==> src/rtl/rvm_ddr3_bridge_if.sv <==
// Core memory port and MIG app-interface bundle for rvm_ddr3_bridge.
// slave = bridge view; master = core + MIG side.
interface rvm_ddr3_bridge_if;
    logic [31:0]  mem_addr;
    logic [31:0]  mem_rdata;
    logic [31:0]  mem_wdata;
    logic         mem_c_en;
    logic         mem_w_en;
    logic [3:0]   mem_b_en;
    logic         mem_error;
    logic         mem_stall;
    logic         init_calib_complete;
    logic [27:0]  app_addr;
    logic [2:0]   app_cmd;
    logic         app_en;
    logic         app_rdy;
    logic [127:0] app_wdf_data;
    logic [15:0]  app_wdf_mask;
    logic         app_wdf_wren;
    logic         app_wdf_end;
    logic         app_wdf_rdy;
    logic [127:0] app_rd_data;
    logic         app_rd_data_valid;

    modport slave (
        input  mem_addr, mem_wdata, mem_c_en, mem_w_en, mem_b_en,
        input  init_calib_complete, app_rdy, app_wdf_rdy,
        input  app_rd_data, app_rd_data_valid,
        output mem_rdata, mem_error, mem_stall,
        output app_addr, app_cmd, app_en,
        output app_wdf_data, app_wdf_mask, app_wdf_wren, app_wdf_end
    );

    modport master (
        output mem_addr, mem_wdata, mem_c_en, mem_w_en, mem_b_en,
        output init_calib_complete, app_rdy, app_wdf_rdy,
        output app_rd_data, app_rd_data_valid,
        input  mem_rdata, mem_error, mem_stall,
        input  app_addr, app_cmd, app_en,
        input  app_wdf_data, app_wdf_mask, app_wdf_wren, app_wdf_end
    );
endinterface

==> src/rtl/rvm_ddr3_bridge.sv <==
// rvm_core word port to MIG DDR3 app interface, one BL8 access per word.
// Single outstanding access; writes are posted once cmd and data are taken.
module rvm_ddr3_bridge #(
    parameter logic [31:0] MEM_BYTES  = 32'h1000_0000,
    parameter int          RD_TIMEOUT = 255
) (
    input  logic             clk,
    input  logic             reset,
    rvm_ddr3_bridge_if.slave bus
);
    localparam int CW = $clog2(RD_TIMEOUT + 1);
    localparam logic [CW-1:0] CNT_MAX = CW'(RD_TIMEOUT);

    typedef enum logic [2:0] {
        IDLE, WR, RD_CMD, RD_WAIT, RESP, ERR
    } state_t;

    state_t        state_q, state_d;
    logic [23:0]   line_q, line_d;
    logic [31:0]   wdata_q, wdata_d;
    logic [15:0]   mask_q, mask_d;
    logic [1:0]    sel_q, sel_d;
    logic          cmd_done_q, cmd_done_d;
    logic          dat_done_q, dat_done_d;
    logic [CW-1:0] cnt_q, cnt_d;
    logic [31:0]   rdata_q, rdata_d;
    logic          app_en;
    logic          wren;

    // State, latched request and read-response registers
    always_ff @(posedge clk) begin
        if (reset) begin
            state_q    <= IDLE;
            line_q     <= '0;
            wdata_q    <= '0;
            mask_q     <= '1;
            sel_q      <= '0;
            cmd_done_q <= 1'b0;
            dat_done_q <= 1'b0;
            cnt_q      <= '0;
            rdata_q    <= '0;
        end else begin
            state_q    <= state_d;
            line_q     <= line_d;
            wdata_q    <= wdata_d;
            mask_q     <= mask_d;
            sel_q      <= sel_d;
            cmd_done_q <= cmd_done_d;
            dat_done_q <= dat_done_d;
            cnt_q      <= cnt_d;
            rdata_q    <= rdata_d;
        end
    end

    // Next state plus app_en / app_wdf_wren strobes
    always_comb begin
        state_d    = state_q;
        line_d     = line_q;
        wdata_d    = wdata_q;
        mask_d     = mask_q;
        sel_d      = sel_q;
        cmd_done_d = cmd_done_q;
        dat_done_d = dat_done_q;
        cnt_d      = cnt_q;
        rdata_d    = rdata_q;
        app_en     = 1'b0;
        wren       = 1'b0;
        unique case (state_q)
            IDLE: begin
                if (bus.mem_c_en && bus.init_calib_complete) begin
                    line_d     = bus.mem_addr[27:4];
                    wdata_d    = bus.mem_wdata;
                    mask_d     = ~({12'b0, bus.mem_b_en}
                                   << {bus.mem_addr[3:2], 2'b00});
                    sel_d      = bus.mem_addr[3:2];
                    cmd_done_d = 1'b0;
                    dat_done_d = 1'b0;
                    if (bus.mem_addr >= MEM_BYTES) begin
                        rdata_d = '0;
                        state_d = ERR;
                    end else if (bus.mem_w_en) begin
                        state_d = WR;
                    end else begin
                        state_d = RD_CMD;
                    end
                end
            end
            WR: begin
                app_en     = !cmd_done_q;
                wren       = !dat_done_q;
                cmd_done_d = cmd_done_q | (app_en & bus.app_rdy);
                dat_done_d = dat_done_q | (wren & bus.app_wdf_rdy);
                if (cmd_done_d && dat_done_d) state_d = RESP;
            end
            RD_CMD: begin
                app_en = 1'b1;
                if (bus.app_rdy) begin
                    cnt_d   = '0;
                    state_d = RD_WAIT;
                end
            end
            RD_WAIT: begin
                if (bus.app_rd_data_valid) begin
                    rdata_d = bus.app_rd_data[32*sel_q +: 32];
                    state_d = RESP;
                end else if (cnt_q == CNT_MAX) begin
                    rdata_d = '0;
                    state_d = ERR;
                end else begin
                    cnt_d = cnt_q + 1'b1;
                end
            end
            RESP:    state_d = IDLE;
            ERR:     state_d = IDLE;
            default: state_d = IDLE;
        endcase
    end

    assign bus.mem_stall    = bus.mem_c_en
                            & ~(state_q == RESP | state_q == ERR);
    assign bus.mem_error    = (state_q == ERR);
    assign bus.mem_rdata    = rdata_q;
    assign bus.app_addr     = {1'b0, line_q, 3'b000};
    assign bus.app_cmd      = (state_q == WR) ? 3'b000 : 3'b001;
    assign bus.app_en       = app_en;
    assign bus.app_wdf_data = {4{wdata_q}};
    assign bus.app_wdf_mask = mask_q;
    assign bus.app_wdf_wren = wren;
    assign bus.app_wdf_end  = wren;
endmodule

==> src/flat_wrapper.sv <==
// flat-port wrapper written by rule: the top's interface ports become plain ports
module rvm_ddr3_bridge_flat 
#(
    parameter logic [31:0] MEM_BYTES  = 32'h1000_0000,
    parameter int          RD_TIMEOUT = 255
)
  (clk, reset, bus_mem_addr, bus_mem_wdata, bus_mem_c_en, bus_mem_w_en, bus_mem_b_en, bus_init_calib_complete, bus_app_rdy, bus_app_wdf_rdy, bus_app_rd_data, bus_app_rd_data_valid, bus_mem_rdata, bus_mem_error, bus_mem_stall, bus_app_addr, bus_app_cmd, bus_app_en, bus_app_wdf_data, bus_app_wdf_mask, bus_app_wdf_wren, bus_app_wdf_end);
  rvm_ddr3_bridge_if bus_i ();
  input  logic clk;
  input  logic reset;
  input wire logic [$bits(bus_i.mem_addr)-1:0] bus_mem_addr;
  input wire logic [$bits(bus_i.mem_wdata)-1:0] bus_mem_wdata;
  input wire logic [$bits(bus_i.mem_c_en)-1:0] bus_mem_c_en;
  input wire logic [$bits(bus_i.mem_w_en)-1:0] bus_mem_w_en;
  input wire logic [$bits(bus_i.mem_b_en)-1:0] bus_mem_b_en;
  input wire logic [$bits(bus_i.init_calib_complete)-1:0] bus_init_calib_complete;
  input wire logic [$bits(bus_i.app_rdy)-1:0] bus_app_rdy;
  input wire logic [$bits(bus_i.app_wdf_rdy)-1:0] bus_app_wdf_rdy;
  input wire logic [$bits(bus_i.app_rd_data)-1:0] bus_app_rd_data;
  input wire logic [$bits(bus_i.app_rd_data_valid)-1:0] bus_app_rd_data_valid;
  output wire logic [$bits(bus_i.mem_rdata)-1:0] bus_mem_rdata;
  output wire logic [$bits(bus_i.mem_error)-1:0] bus_mem_error;
  output wire logic [$bits(bus_i.mem_stall)-1:0] bus_mem_stall;
  output wire logic [$bits(bus_i.app_addr)-1:0] bus_app_addr;
  output wire logic [$bits(bus_i.app_cmd)-1:0] bus_app_cmd;
  output wire logic [$bits(bus_i.app_en)-1:0] bus_app_en;
  output wire logic [$bits(bus_i.app_wdf_data)-1:0] bus_app_wdf_data;
  output wire logic [$bits(bus_i.app_wdf_mask)-1:0] bus_app_wdf_mask;
  output wire logic [$bits(bus_i.app_wdf_wren)-1:0] bus_app_wdf_wren;
  output wire logic [$bits(bus_i.app_wdf_end)-1:0] bus_app_wdf_end;
  assign bus_i.mem_addr = bus_mem_addr;
  assign bus_i.mem_wdata = bus_mem_wdata;
  assign bus_i.mem_c_en = bus_mem_c_en;
  assign bus_i.mem_w_en = bus_mem_w_en;
  assign bus_i.mem_b_en = bus_mem_b_en;
  assign bus_i.init_calib_complete = bus_init_calib_complete;
  assign bus_i.app_rdy = bus_app_rdy;
  assign bus_i.app_wdf_rdy = bus_app_wdf_rdy;
  assign bus_i.app_rd_data = bus_app_rd_data;
  assign bus_i.app_rd_data_valid = bus_app_rd_data_valid;
  assign bus_mem_rdata = bus_i.mem_rdata;
  assign bus_mem_error = bus_i.mem_error;
  assign bus_mem_stall = bus_i.mem_stall;
  assign bus_app_addr = bus_i.app_addr;
  assign bus_app_cmd = bus_i.app_cmd;
  assign bus_app_en = bus_i.app_en;
  assign bus_app_wdf_data = bus_i.app_wdf_data;
  assign bus_app_wdf_mask = bus_i.app_wdf_mask;
  assign bus_app_wdf_wren = bus_i.app_wdf_wren;
  assign bus_app_wdf_end = bus_i.app_wdf_end;
  rvm_ddr3_bridge #(.MEM_BYTES(MEM_BYTES), .RD_TIMEOUT(RD_TIMEOUT)) u_core (.clk(clk), .reset(reset), .bus(bus_i));
endmodule
==> config.mk <==
export PLATFORM = sky130hd
export DESIGN_NAME = rvm_ddr3_bridge_flat
export DESIGN_NICKNAME = d
export VERILOG_FILES = /design/src/rtl/rvm_ddr3_bridge_if.sv /design/src/rtl/rvm_ddr3_bridge.sv /design/src/flat_wrapper.sv
export SDC_FILE = /design/constraint.sdc
export NUM_CORES = 1
export LEC_CHECK = 0
export ABC_AREA = 1
export CAP_MARGIN = 0
export CORE_AREA = 2 2 160 162
export CTS_BUF_LIST = sky130_fd_sc_hd__clkbuf_16
export DETAILED_ROUTE_END_ITERATION = 8
export DIE_AREA = 0 0 162 164
export GPL_TIMING_DRIVEN = 0
export HOLD_SLACK_MARGIN = 0.1
export PLACE_DENSITY = 0.73
export SYNTH_ARGS = -nofsm -noshare
export SYNTH_HDL_FRONTEND = slang
export SYNTH_SLANG_ARGS = --single-unit
==> constraint.sdc <==
create_clock -name clk -period 1.4 [get_ports clk]
set_input_delay 0.14 -clock clk [delete_from_list [all_inputs] [get_ports clk]]
set_output_delay 0.14 -clock clk [all_outputs]
set_load 0.01 [all_outputs]
* Word level (Yosys, flattened, before mapping)
Cells that the tools add are included.
Storage, ports and cells: bits in registers 119, input bits 204, output and inout bits 212
Operators by class: muxes and demuxes 23, eq/ne operators 13, shift-type cells 2, bitwise operators 8, reductions and logical operators 13, $add $sub $neg 1, $lt $le $gt $ge 1
Operators by type and width (count):
- $mux 32 | 4
- $shiftx 128x8->32 | 1
- $pmux 32 s2 | 1
- $ge 32x29->1 const B | 1
- $mux 8 | 3
- $mux 3 | 6
- $not 16->16 | 1
- $pmux 8 s2 | 1
- $shl 4x4->16 | 1
- $pmux 3 s4 | 1
- $reduce_and 4->1 | 3
- $add 8x1->8 const B | 1
- $eq 8x8->1 const B | 1
- $eq 3x2->1 const B | 2
- $eq 3x3->1 const B | 2
- $ne 2x1->1 const B | 3
- $ne 2x2->1 const B | 3
- $pmux 1 s2 | 3
- $reduce_bool 2->1 | 3
- $reduce_and 2->1 | 2
- $and 1x1->1 | 3
- $eq 3x1->1 const B | 1
- $logic_not 3->1 | 1
- $mux 1 | 3
- other kinds (6) | 10

* Depth between registers and ports, before layout
depth in word-level cells 6, mapped depth 9, depth with buffers taken out 9

* Worst setup path after synthesis
No wires, ideal clock.
kind flip-flop to flip-flop, start register u_core.cnt_q[0], end register u_core.cnt_q[1], path slack -4 ps, cell stages (with the launch flop) 9, data required time 1272 ps, path buffers 0, arrival time 1276 ps, clock period less this slack 1404 ps, library setup time 128 ps, cells stage by stage dfxtp_1 -> ha_1 -> nand2_1 -> nor2_1 -> nand3_1 -> nand2_2 -> clkinv_2 -> o21ai_0 -> nor2_1
On the way: word-level cells in the longest chain between the ends 4, elaborated cells on any way between the ends 7
RTL lines:
- start: declaration | RTL line rvm_ddr3_bridge.sv:25 | logic [CW-1:0] cnt_q, cnt_d;
- start signal: assignment | RTL line rvm_ddr3_bridge.sv:50 | cnt_q <= cnt_d;
- $add 8x1->8 | RTL line rvm_ddr3_bridge.sv:110 | cnt_d = cnt_q + 1'b1;
- $mux 8 | RTL line rvm_ddr3_bridge.sv:106 | end else if (cnt_q == CNT_MAX) begin
- $mux 8 | RTL line rvm_ddr3_bridge.sv:103 | if (bus.app_rd_data_valid) begin
- $pmux 8 s2 | RTL line rvm_ddr3_bridge.sv:68 | unique case (state_q)
Parallel ways exist; a longest one is shown, timed or not. The select of a mux whose other input is x is not followed. A chain may end at the register's enable or synchronous reset.

* Worst setup path in the final report
start register u_core.state_q[0], end register u_core.rdata_q[17], in the netlist u_core.bus.mem_rdata[17]
On the way: word-level cells in the longest chain between the ends 3, elaborated cells on any way between the ends 8
RTL lines:
- start: declaration | RTL line rvm_ddr3_bridge.sv:18 | state_t state_q, state_d;
- start signal: assignment | RTL line rvm_ddr3_bridge.sv:43 | state_q <= state_d;
- $eq 3x2->1 / $logic_not 3->1 (equally long branches) | RTL line rvm_ddr3_bridge.sv:68
- $ne 3x2->1 (no source line) (tied with other cells)
- $reduce_and 4->1 (no source line)
- end signal: assignment | RTL line rvm_ddr3_bridge.sv:51 | rdata_q <= rdata_d;
- end: declaration | RTL line rvm_ddr3_bridge.sv:26 | logic [31:0] rdata_q, rdata_d;
Parallel ways exist; a longest one is shown, timed or not.

==> flow_metrics.env <==
export IMPL_grt_pass1_wl_mm=43.4
export IMPL_dieArea_sq_um=26600
export IMPL_yosys_area_share_xor_xnor=0.00275
export IMPL_synth_top_family_by_area="simple AND/OR/NAND/NOR gates"
export IMPL_instances_no_fill=1736
export IMPL_vdd_drop_max_v=0.000856
export IMPL_max_clock_freq_ghz=0.649
export IMPL_fin_nets=1598
export IMPL_first_pass_iters=5
export IMPL_drt_vias_per_instance=4.51
export IMPL_drt_initial_drc_count=376
export IMPL_combPwrFrac=0.477
export IMPL_hold_path_class="primary input to flop"
export IMPL_ys_seq_area_frac=0.374
export IMPL_power_switching_uw=6240
export IMPL_numCtsBuffers=17
export IMPL_synth_largest_area_cell="dfxtp_1"
export IMPL_yosysWarnings=0
export IMPL_intPower_uw=12200
export IMPL_netlist_instances=905
export IMPL_p_per_area_nw_per_um2=1360
export IMPL_grt_max_degree=17
export IMPL_ys_top_cells_by_area="dfxtp_1 (37%), buf_4 (13%), nor2_1 (10%), o21ai_0 (9.2%), nand2_1 (7.4%)"
export IMPL_clk_latency_ns=0.42
export IMPL_fin_ws_ns=-0.141
export IMPL_finalMaxSlewViolations=0
export IMPL_cts_buffer_depth=2
export IMPL_avgSynthCellArea_sq_um=7.03
export IMPL_p_leak_uw=0.00628
export IMPL_grt_pass1_vias=7685
export IMPL_drive_gt1_frac=0.369
export IMPL_drt_wl_total_mm=30.5
export IMPL_dominantRegCellSynth="dfxtp_1"
export IMPL_numPortBuffers=405
export IMPL_num_vias=7834
export IMPL_rsz0062_at_grt="yes"
export IMPL_initial_core_util=0.256
export IMPL_die_x_um=162
export IMPL_drv_cap=0
export IMPL_yosys_area_share_simple=0.241
export IMPL_synth_cell_type_count=35
export IMPL_ios=416
export IMPL_synthToLayoutAreaGrowth_pct=113
export IMPL_synth_mux_area_frac=0
export IMPL_synth_top_area_frac=0.374
export IMPL_gp_congestion=0.945
export IMPL_diodes=0
export IMPL_rows=58
export IMPL_fin_crit_sh=1.10
export IMPL_yosys_top_cells_count="nor2_1 (169), nand2_1 (126), dfxtp_1 (119)"
export IMPL_crit_required_ns=1.67
export IMPL_core_area_sq_um=24800
export IMPL_p_clk_frac=0.282
export IMPL_endpoint_kind="flop"
export IMPL_synth_compound_area_frac=0.193
export IMPL_gr_usage_all_layers=0.214
export IMPL_dp_cells=1645
export IMPL_switching_share=0.338
export IMPL_wl_per_cell_um=17.6
export IMPL_finalCriticalPeriod_ns=1.54
export IMPL_finalSetupTns_ns=-6.18
export IMPL_hold_viol=0
export IMPL_die_y_um=164
export IMPL_seqPwrFrac=0.240
export IMPL_maxSlewHeadroom=0.377
export IMPL_antenna_found_initial=1
export IMPL_cp_max_fo=5
export IMPL_hpwl_mm=21.4
export IMPL_async_flop_share=0
export IMPL_tightest_slew_ns=0.935
export IMPL_synth_edf_count=0
export IMPL_fillers=2290
export IMPL_h_tree_depth=4
export IMPL_drc=0
export IMPL_clk_pin_slew_ns=0.06
export IMPL_syn_area_sq_um=6360
export IMPL_violations="setup timing"
export IMPL_clock_skew_final_ns=0.00716
export IMPL_critPathKind="flop to flop"
export IMPL_yosys_register_bits=119
export IMPL_ant_nets=0
export IMPL_yosys_area_share_adder=0.00197
export IMPL_cts_tree="done"
export IMPL_finalSetupViolCount=97
export IMPL_critPathArrivalTime_ns=1.81
export IMPL_cts_sinks=119
export IMPL_synth_most_common_cell="nor2_1"
export IMPL_outcome="finished, violations left"
export IMPL_root_buffer="clkbuf_16"
export IMPL_cp_start_kind="flop"
export IMPL_overflow=0
area by class of cell:
cell class,instances,area [sq um],area share
clock inverter,15,274,0.0202
timing repair buffer,465,4690,0.346
tap,330,413,0.0304
multi-input combinational,597,3810,0.280
sequential,119,2490,0.184
inverter,35,151,0.0112
clock buffer,17,425,0.0313
buffer,158,1320,0.0970
cells in the final DEF, fill, tap and decap left out, drive strengths merged, types with 2 or more instances in the layout:
master           n
buf            198
bufinv           7
o21bai          18
a21oi           42
o22ai           18
clkbuf          44
dlygate4sd2    198
nor2           172
o21ai          128
conb             6
dfxtp          119
nor3             3
nand2          132
or2             28
clkinv           5
nand3           28
clkdlybuf4s50  199
o211ai          14
nand4            2
inv             37
through the flow:
step	util	total power [uW]	cell area, sq um	hold slack (ns)	worst slack [ns]
2_1_floorplan	-	7320	6380	0.275	0.00485
3_3_place_gp	0.437	10600	10800	0.439	-0.403
3_5_place_dp	0.437	10600	10800	0.441	-0.395
4_1_cts	0.521	17800	12900	0.139	-0.149
5_1_grt	0.547	19400	13600	0.194	-0.208
6_report	0.547	18500	13600	0.193	-0.141
sequential cells by signal, indices dropped and copies added, names as in the netlist:
name	flops
u_core.bus.mem_rdata	32
u_core.wdata_q	32
u_core.line_q	24
u_core.bus.app_wdf_mask	16
u_core.cnt_q	8
u_core.state_q	3
u_core.sel_q	2
u_core.cmd_done_q	1
u_core.dat_done_q	1
power groups by stage:
stage	registers (uW)	logic, uW	clock network, uW
detailed placement	4340	6310	0
finish	4440	8830	5220
global placement	4320	6250	0
global route	4510	9390	5490
floorplan	4410	2910	0
CTS	4370	8060	5320
per-layer routing:
layer | wire [um] | part of all wire | vias to the layer above | global-route usage
met5 | 0 | 0 | - | 0
met4 | 817 | 0.027 | 0 | 0.0780
met3 | 1440 | 0.047 | 52 | 0.0417
met2 | 15300 | 0.50 | 252 | 0.367
met1 | 12900 | 0.42 | 3690 | 0.268
li1 | - | - | 3840 | -
timing repair:
action,4_1_cts,5_1_grt
endpoints found under the hold margin,1,0
pin swaps,38,59
hold buffers,1,0
resized for setup,571,176
setup buffers,35,11
endpoints found under the setup margin,321,122
gates cloned,17,1
worst max-delay path, cell delays in order, from the launching register on:
cell and delay, ns:
dfxtp_4 0.37, nor2_4 0.14, nand2_4 0.08, buf_6 0.13, inv_4 0.05, nand2_4 0.05
nand2_4 0.06, nand3_4 0.08, buf_12 0.16, buf_8 0.14, nand2_2 0.06, a21oi_2 0.05
kinds of logic after synthesis:
group                      count (synthesis)
and+or+nand+nor                          366
adders and majority gates                  1
xor gates and xnor gates                   2
AOI/OAI and AO/OA                        222
buffers and inverters                    194
DFF                                      119
other                                      1
final timing paths:
path	startpoint	to	slack, ns	cells after the start
worst min-delay path	reset	u_core.state_q[2]	0.19	2
worst max register to register	u_core.state_q[0]	u_core.bus.mem_rdata[17]	-0.14	11
worst min register to register	u_core.bus.mem_rdata[9]	u_core.bus.mem_rdata[9]	0.46	2
worst max-delay path	u_core.state_q[0]	u_core.bus.mem_rdata[17]	-0.14	11
Note: power is estimated with default switching activity, not from simulation.
==> variant 1, RTL diff (same settings) <==
Put a register stage on the output `bus.mem_error`, without a reset. The value now appears one clock later.
--- a/src/rtl/rvm_ddr3_bridge.sv
+++ b/src/rtl/rvm_ddr3_bridge.sv
@@ -119,5 +119,7 @@
     assign bus.mem_stall    = bus.mem_c_en
                             & ~(state_q == RESP | state_q == ERR);
-    assign bus.mem_error    = (state_q == ERR);
+    always_ff @(posedge clk) begin
+        bus.mem_error <= (state_q == ERR);
+    end
     assign bus.mem_rdata    = rdata_q;
     assign bus.app_addr     = {1'b0, line_q, 3'b000};
Formal check against the unedited RTL: not equivalent (Yosys sat finds a counterexample within 4 cycles, from zero or initial values and one cycle with reset high).
==> variant 1 against the unedited design <==
- sequential share of layout area shrank 0.095 points
- the flow still finishes with violations (setup timing)
- critical path depth down 1
- cell area up 1.5%
- die area is the same
- non-clock buffer count rose by 5
- sequential cell count increased by 1
- critical endpoint is now u_core.bus.mem_rdata[8]
- power is 4.9% lower
- wire length is 0.83% higher
- setup slack worse by 0.013 ns
- clock power down 19%
- combinational power barely moved
- worst hold slack got worse by 0.048 ns
- area after synthesis is 0.31% higher
==> variant 1: results (changes against the unedited design) <==
| Metric | Value |
|---|---|
| Status | `complete, but fails checks` |
| Failing checks | `setup timing` |
| Crit Path Max Fanout | `5 (unchanged)` |
| Worst vdd ir | `0.000753 V (-12%)` |
| Final Skew | `0.0143 ns (+0.00711 ns)` |
| Largest cells by area after synthesis | `dfxtp_1 38%, buf_4 13%, nor2_1 9.9%` |
| Post-placement cell area | `10900 um^2 (+0.18%)` |
| Post-placement worst setup slack | `-0.397 ns (-0.00208 ns)` |
| Least-Margin Pin Slew | `0.862 ns (-0.0733 ns)` |
| Leakage | `6.32 nW (+0.53%)` |
| Cts bufs inserted | `17 (unchanged)` |
| Netlist cell types | `35 (unchanged)` |
| Fraction of registers with async set/reset | `0% (unchanged)` |
| 1st-pass router iterations | `5 (unchanged)` |
| First-pass GRT wire length | `42900 um (-1.3%)` |
| Final setup violating endpoints | `113 (+16%)` |
| Clock-pin slew on the worst setup and hold paths | `0.06 ns (about the same)` |
| Sequential area share after synthesis | `37.6% (+0.20 points)` |
| PnR worst setup slack | `-0.154 ns (-0.0130 ns)` |
| Largest net degree at the start of global routing | `17 (unchanged)` |
| R2R cell count | `10 (-1)` |
| Hold Path Cell Cnt | `2 (unchanged)` |
| Vias in the first global route | `7572 (-1.5%)` |
| YS warnings | `0 (unchanged)` |
| Via density | `4.61 (+2.1%)` |
| CTS root buf | `clkbuf_16` |
| Total wire length | `30800 um (+0.83%)` |
| Drt first-iter violations | `455 (+21%)` |
| Initial antenna violation count | `0 (-1)` |
| Clock tree buffer depth | `2 (unchanged)` |
| Antenna diodes | `0 (unchanged)` |
| Placer Congestion | `0.882 (-6.7%)` |
| DP HPWL | `20900 um (-2.6%)` |
| Post-synth top cells | `169 x nor2_1, 126 x nand2_1, 120 x dfxtp_1` |
| Worst min path class | `in2reg` |
| Data arrival time of the worst path | `1.81 ns (about the same)` |
| Nets | `1604 (+0.38%)` |
| Total GRT Usage | `20.8% (-0.60 points)` |
| Share of cells above drive strength 1 | `38.7% (+1.8 points)` |
| Setup TNS Final | `-9.11 ns (-2.92 ns)` |
==> variant 1: cell count changes after synthesis, sizes merged <==
cell	change
dfxtp	+1
==> variant 1: logic make-up (layout without fill, tap and decap cells) <==
family                     count (synthesis)  count (layout)  synth area share [%]
and+or+nand+nor                          366             366                  24.0
AOI/OAI and AO/OA                        222             222                  19.2
buffers and inverters                    194             695                  18.6
DFF                                      120             120                  37.6
xor gates and xnor gates                   2               2                 0.274
adders and majority gates                  1               1                 0.196
other                                      1               6                0.0587
==> variant 1: through the flow <==
| stage | total power [mW] | util (%) | instances | hold WS [ns] |
|---|---|---|---|---|
| final | 17.6 | 55.5 | 1742 | 0.145 |
| after global routing | 18.4 | 55.5 | 1742 | 0.171 |
| after CTS | 16.6 | 51.2 | 1729 | 0.153 |
| after detailed placement | 10.7 | 43.8 | 1646 | 0.444 |
| after global placement | 10.6 | 43.8 | 1646 | 0.440 |
| after floorplan | 7.35 | - | 911 | 0.275 |
==> variant 1: final timing paths <==
kind,startpoint,to,slack [ns]
min reg2reg,u_core.bus.mem_rdata[19],u_core.bus.mem_rdata[19],0.47
min,reset,u_core.cnt_q[3],0.14
max reg2reg,u_core.cnt_q[1],u_core.bus.mem_rdata[8],-0.15
max,u_core.cnt_q[1],u_core.bus.mem_rdata[8],-0.15
==> variant 1: timing repair <==
| action | in CTS | in global routing |
|---|---|---|
| cloned | 16 | 7 |
| endpoints found under the setup margin | 320 | 124 |
| hold buffers | 0 | 0 |
| resized for setup | 566 | 261 |
| setup buffers | 37 | 14 |
| pin swaps | 39 | 56 |
==> variant 1: metal layers <==
metal / track usage, % / vias up / routed length [um]
li1: - / 3855 / -
met1: 26.5 / 3855 / 12700
met2: 36.0 / 265 / 15900
met3: 3.33 / 53 / 1460
met4: 6.96 / 0 / 745
met5: 0 / - / 0
==> variant 1: area by class of cell <==
type,instances,area (um^2)
multi-input cells,597,4020
clock buffers,17,425
repair buffers,471,4770
flip-flops and latches,120,2520
inverters,35,151
fillers,2256,11000
well taps,330,413
plain buffers,157,1340
clock inverters,15,144
==> variant 1: where the power goes <==
| part | switching [mW] | internal (mW) |
|---|---|---|
| Clock | 1.76 | 2.47 |
| Combinational | 4.10 | 4.76 |
| Sequential | 0.540 | 3.95 |
| Total | 6.40 | 11.2 |
==> variant 1: worst max-delay path, stage by stage (launching register included) <==
cell and delay (ns):
dfxtp_2 0.35, ha_4 0.15, nand2_4 0.06, nor2_4 0.12, nand2_2 0.07, nand2_2 0.09
nand3_4 0.14, buf_12 0.18, buf_12 0.14, nand2_4 0.05, a21oi_2 0.04
==> variant 2, RTL diff (same settings) <==
Without the edit above. `RD_TIMEOUT` is set to 255 in 2 places; all go to 510.
--- a/src/rtl/rvm_ddr3_bridge.sv
+++ b/src/rtl/rvm_ddr3_bridge.sv
@@ -3,5 +3,5 @@
 module rvm_ddr3_bridge #(
     parameter logic [31:0] MEM_BYTES  = 32'h1000_0000,
-    parameter int          RD_TIMEOUT = 255
+    parameter int          RD_TIMEOUT = 510
 ) (
     input  logic             clk,
--- a/src/flat_wrapper.sv
+++ b/src/flat_wrapper.sv
@@ -3,5 +3,5 @@
 #(
     parameter logic [31:0] MEM_BYTES  = 32'h1000_0000,
-    parameter int          RD_TIMEOUT = 255
+    parameter int          RD_TIMEOUT = 510
 )
   (clk, reset, bus_mem_addr, bus_mem_wdata, bus_mem_c_en, bus_mem_w_en, bus_mem_b_en, bus_init_calib_complete, bus_app_rdy, bus_app_wdf_rdy, bus_app_rd_data, bus_app_rd_data_valid, bus_mem_rdata, bus_mem_error, bus_mem_stall, bus_app_addr, bus_app_cmd, bus_app_en, bus_app_wdf_data, bus_app_wdf_mask, bus_app_wdf_wren, bus_app_wdf_end);
Function: no difference found for any inputs over 4 cycles, from zero or initial values and one cycle with reset high; that may be too few to reach the edited logic, so the function may still have changed.
==> variant 2 against the unedited design <==
- the flow still finishes with violations (setup timing)
- wire length is 3.3% lower
- combinational power fell by 10%
- area after synthesis up 1.4%
- setup slack lost 0.021 ns
- power fell by 6.4%
- cell area decreased by 3.2%
- sequential cell count increased by 1
- critical path type unchanged
==> variant 2: results (changes against the unedited design) <==
| Metric | Value |
|---|---|
| Total GRT Usage | `20.8% (-0.62 points)` |
| CP delay by family, top | `simple AND/OR/NAND/NOR gates` |
| Largest net degree at the start of global routing | `17 (unchanged)` |
| YS warnings | `0 (unchanged)` |
| Data arrival time of the worst path | `1.82 ns` |
| Placed Cells | `1661 (+0.97%)` |
| Largest cells by area after synthesis | `dfxtp_1 37%, buf_4 13%, nor2_1 10%` |
| Status | `complete, but fails checks` |
| Drt first-iter violations | `411 (+9.3%)` |
| Initial antenna violation count | `0 (-1)` |
| Final setup violating endpoints | `102 (+5.2%)` |
| First-pass GRT wire length | `43300 um (-0.32%)` |
| Worst vdd ir | `0.000723 V (-16%)` |
| Fillcell total | `2353 (+2.8%)` |
| CTS root buf | `clkbuf_16` |
| Clock tree buffer depth | `2 (unchanged)` |
| Antenna diodes | `0 (unchanged)` |
| Leakage | `6.19 nW (-1.5%)` |
| 1st-pass router iterations | `5 (unchanged)` |
| CTS H-tree lvls | `4 (unchanged)` |
| PnR worst setup slack | `-0.162 ns (-0.0211 ns)` |
| Post-synth top cells | `180 x nor2_1, 129 x nand2_1, 120 x dfxtp_1` |
| Cts bufs inserted | `17 (unchanged)` |
| Vias in the first global route | `7887 (+2.6%)` |
| Via count | `8000 (+2.1%)` |
| Failing checks | `setup timing` |
| Share of cells above drive strength 1 | `34.6% (-2.3 points)` |
| DP HPWL | `21300 um (-0.65%)` |
| Placer Congestion | `0.908 (-4.0%)` |
| Worst path slowest cell | `dfxtp_4` |
| Rel. slew slack | `35.5% (-2.2 points)` |
| Total wire length | `29500 um (-3.3%)` |
| Crit Path Max Fanout | `5 (unchanged)` |
| Sequential area share after synthesis | `37.2% (-0.20 points)` |
| Clock-pin slew on the worst setup and hold paths | `0.06 ns (about the same)` |
| Nets | `1607 (+0.56%)` |
| Mean area per synthesized cell | `7.00 um^2 (-0.38%)` |
| Number of buffers added on ports | `405 (unchanged)` |
| WL per Instance | `16.9 um (-3.8%)` |
| Worst-Skew Late Latency | `0.41 ns` |
| Crit path largest cell delay | `0.35 ns (-0.02 ns)` |
| Final Skew | `0.0137 ns (+0.00650 ns)` |
| Fraction of registers with async set/reset | `0% (unchanged)` |
| Netlist cell types | `34 (-2.9%)` |
variant 2: logic make-up (layout without fill, tap and decap cells):
family / Yosys count / after routing / share of synthesized area, %
buffers and inverters: 194 / 681 / 18.3
adders and majority gates: 2 / 2 / 0.388
and+or+nand+nor: 378 / 379 / 24.4
DFF: 120 / 120 / 37.2
other: 1 / 6 / 0.0581
xor gates and xnor gates: 3 / 3 / 0.407
AOI/OAI and AO/OA: 223 / 223 / 19.2
variant 2: path summary, 6_finish.rpt:
| path | start | cells after the start | end | slack (ns) |
|---|---|---|---|---|
| setup / recovery | u_core.cnt_q[0] | 11 | u_core.bus.mem_rdata[5] | -0.16 |
| hold / removal | reset | 2 | u_core.cnt_q[4] | 0.04 |
| setup reg to reg | u_core.cnt_q[0] | 11 | u_core.bus.mem_rdata[5] | -0.16 |
| hold reg to reg | u_core.bus.mem_rdata[15] | 2 | u_core.bus.mem_rdata[15] | 0.46 |
variant 2: routing by layer:
layer	vias to the layer above	global-route usage, %	wire, um
met5	-	0	0
met4	0	5.67	486
met3	31	4.07	1810
met2	283	37.0	15000
met1	3820	25.6	12200
li1	3866	-	-
variant 2: final cells by class:
class / count / area (um^2) / area share [%]
inverters: 35 / 146 / 1.11
flip-flops and latches: 120 / 2520 / 19.2
clock inverters: 15 / 225 / 1.71
multi-input cells: 613 / 3670 / 27.9
clock buffers: 17 / 425 / 3.24
plain buffers: 156 / 1260 / 9.58
repair buffers: 458 / 4480 / 34.1
well taps: 330 / 413 / 3.14
variant 2: stage by stage:
| stage | worst slack [ns] | power (mW) | hold slack [ns] | area (um^2) | TNS, ns |
|---|---|---|---|---|---|
| after floorplan | 0.00891 | 7.31 | 0.275 | 6470 | 0 |
| after global placement | -0.521 | 10.6 | 0.441 | 10900 | -34.26 |
| after detailed placement | -0.519 | 10.6 | 0.447 | 10900 | -35.90 |
| after CTS | -0.162 | 17.0 | 0.0300 | 12800 | -9.80 |
| after global routing | -0.219 | 18.1 | 0.0532 | 13100 | -14.67 |
| final | -0.162 | 17.3 | 0.0368 | 13100 | -7.05 |
variant 2: power by group:
part | internal [mW] | leakage (nW) | switching, mW | total, mW
logic | 4.24 | 4.88 | 3.68 | 7.92
clock network | 3.17 | 0.311 | 1.73 | 4.90
registers | 3.94 | 1.00 | 0.546 | 4.48
total | 11.3 | 6.19 | 5.95 | 17.3
variant 2: timing repair:
item,in CTS,in global routing
buffers inserted,34,11
endpoints found under the setup margin,324,125
pin swaps,69,80
endpoints found under the hold margin,5,5
resized for setup,572,148
cloned,13,2
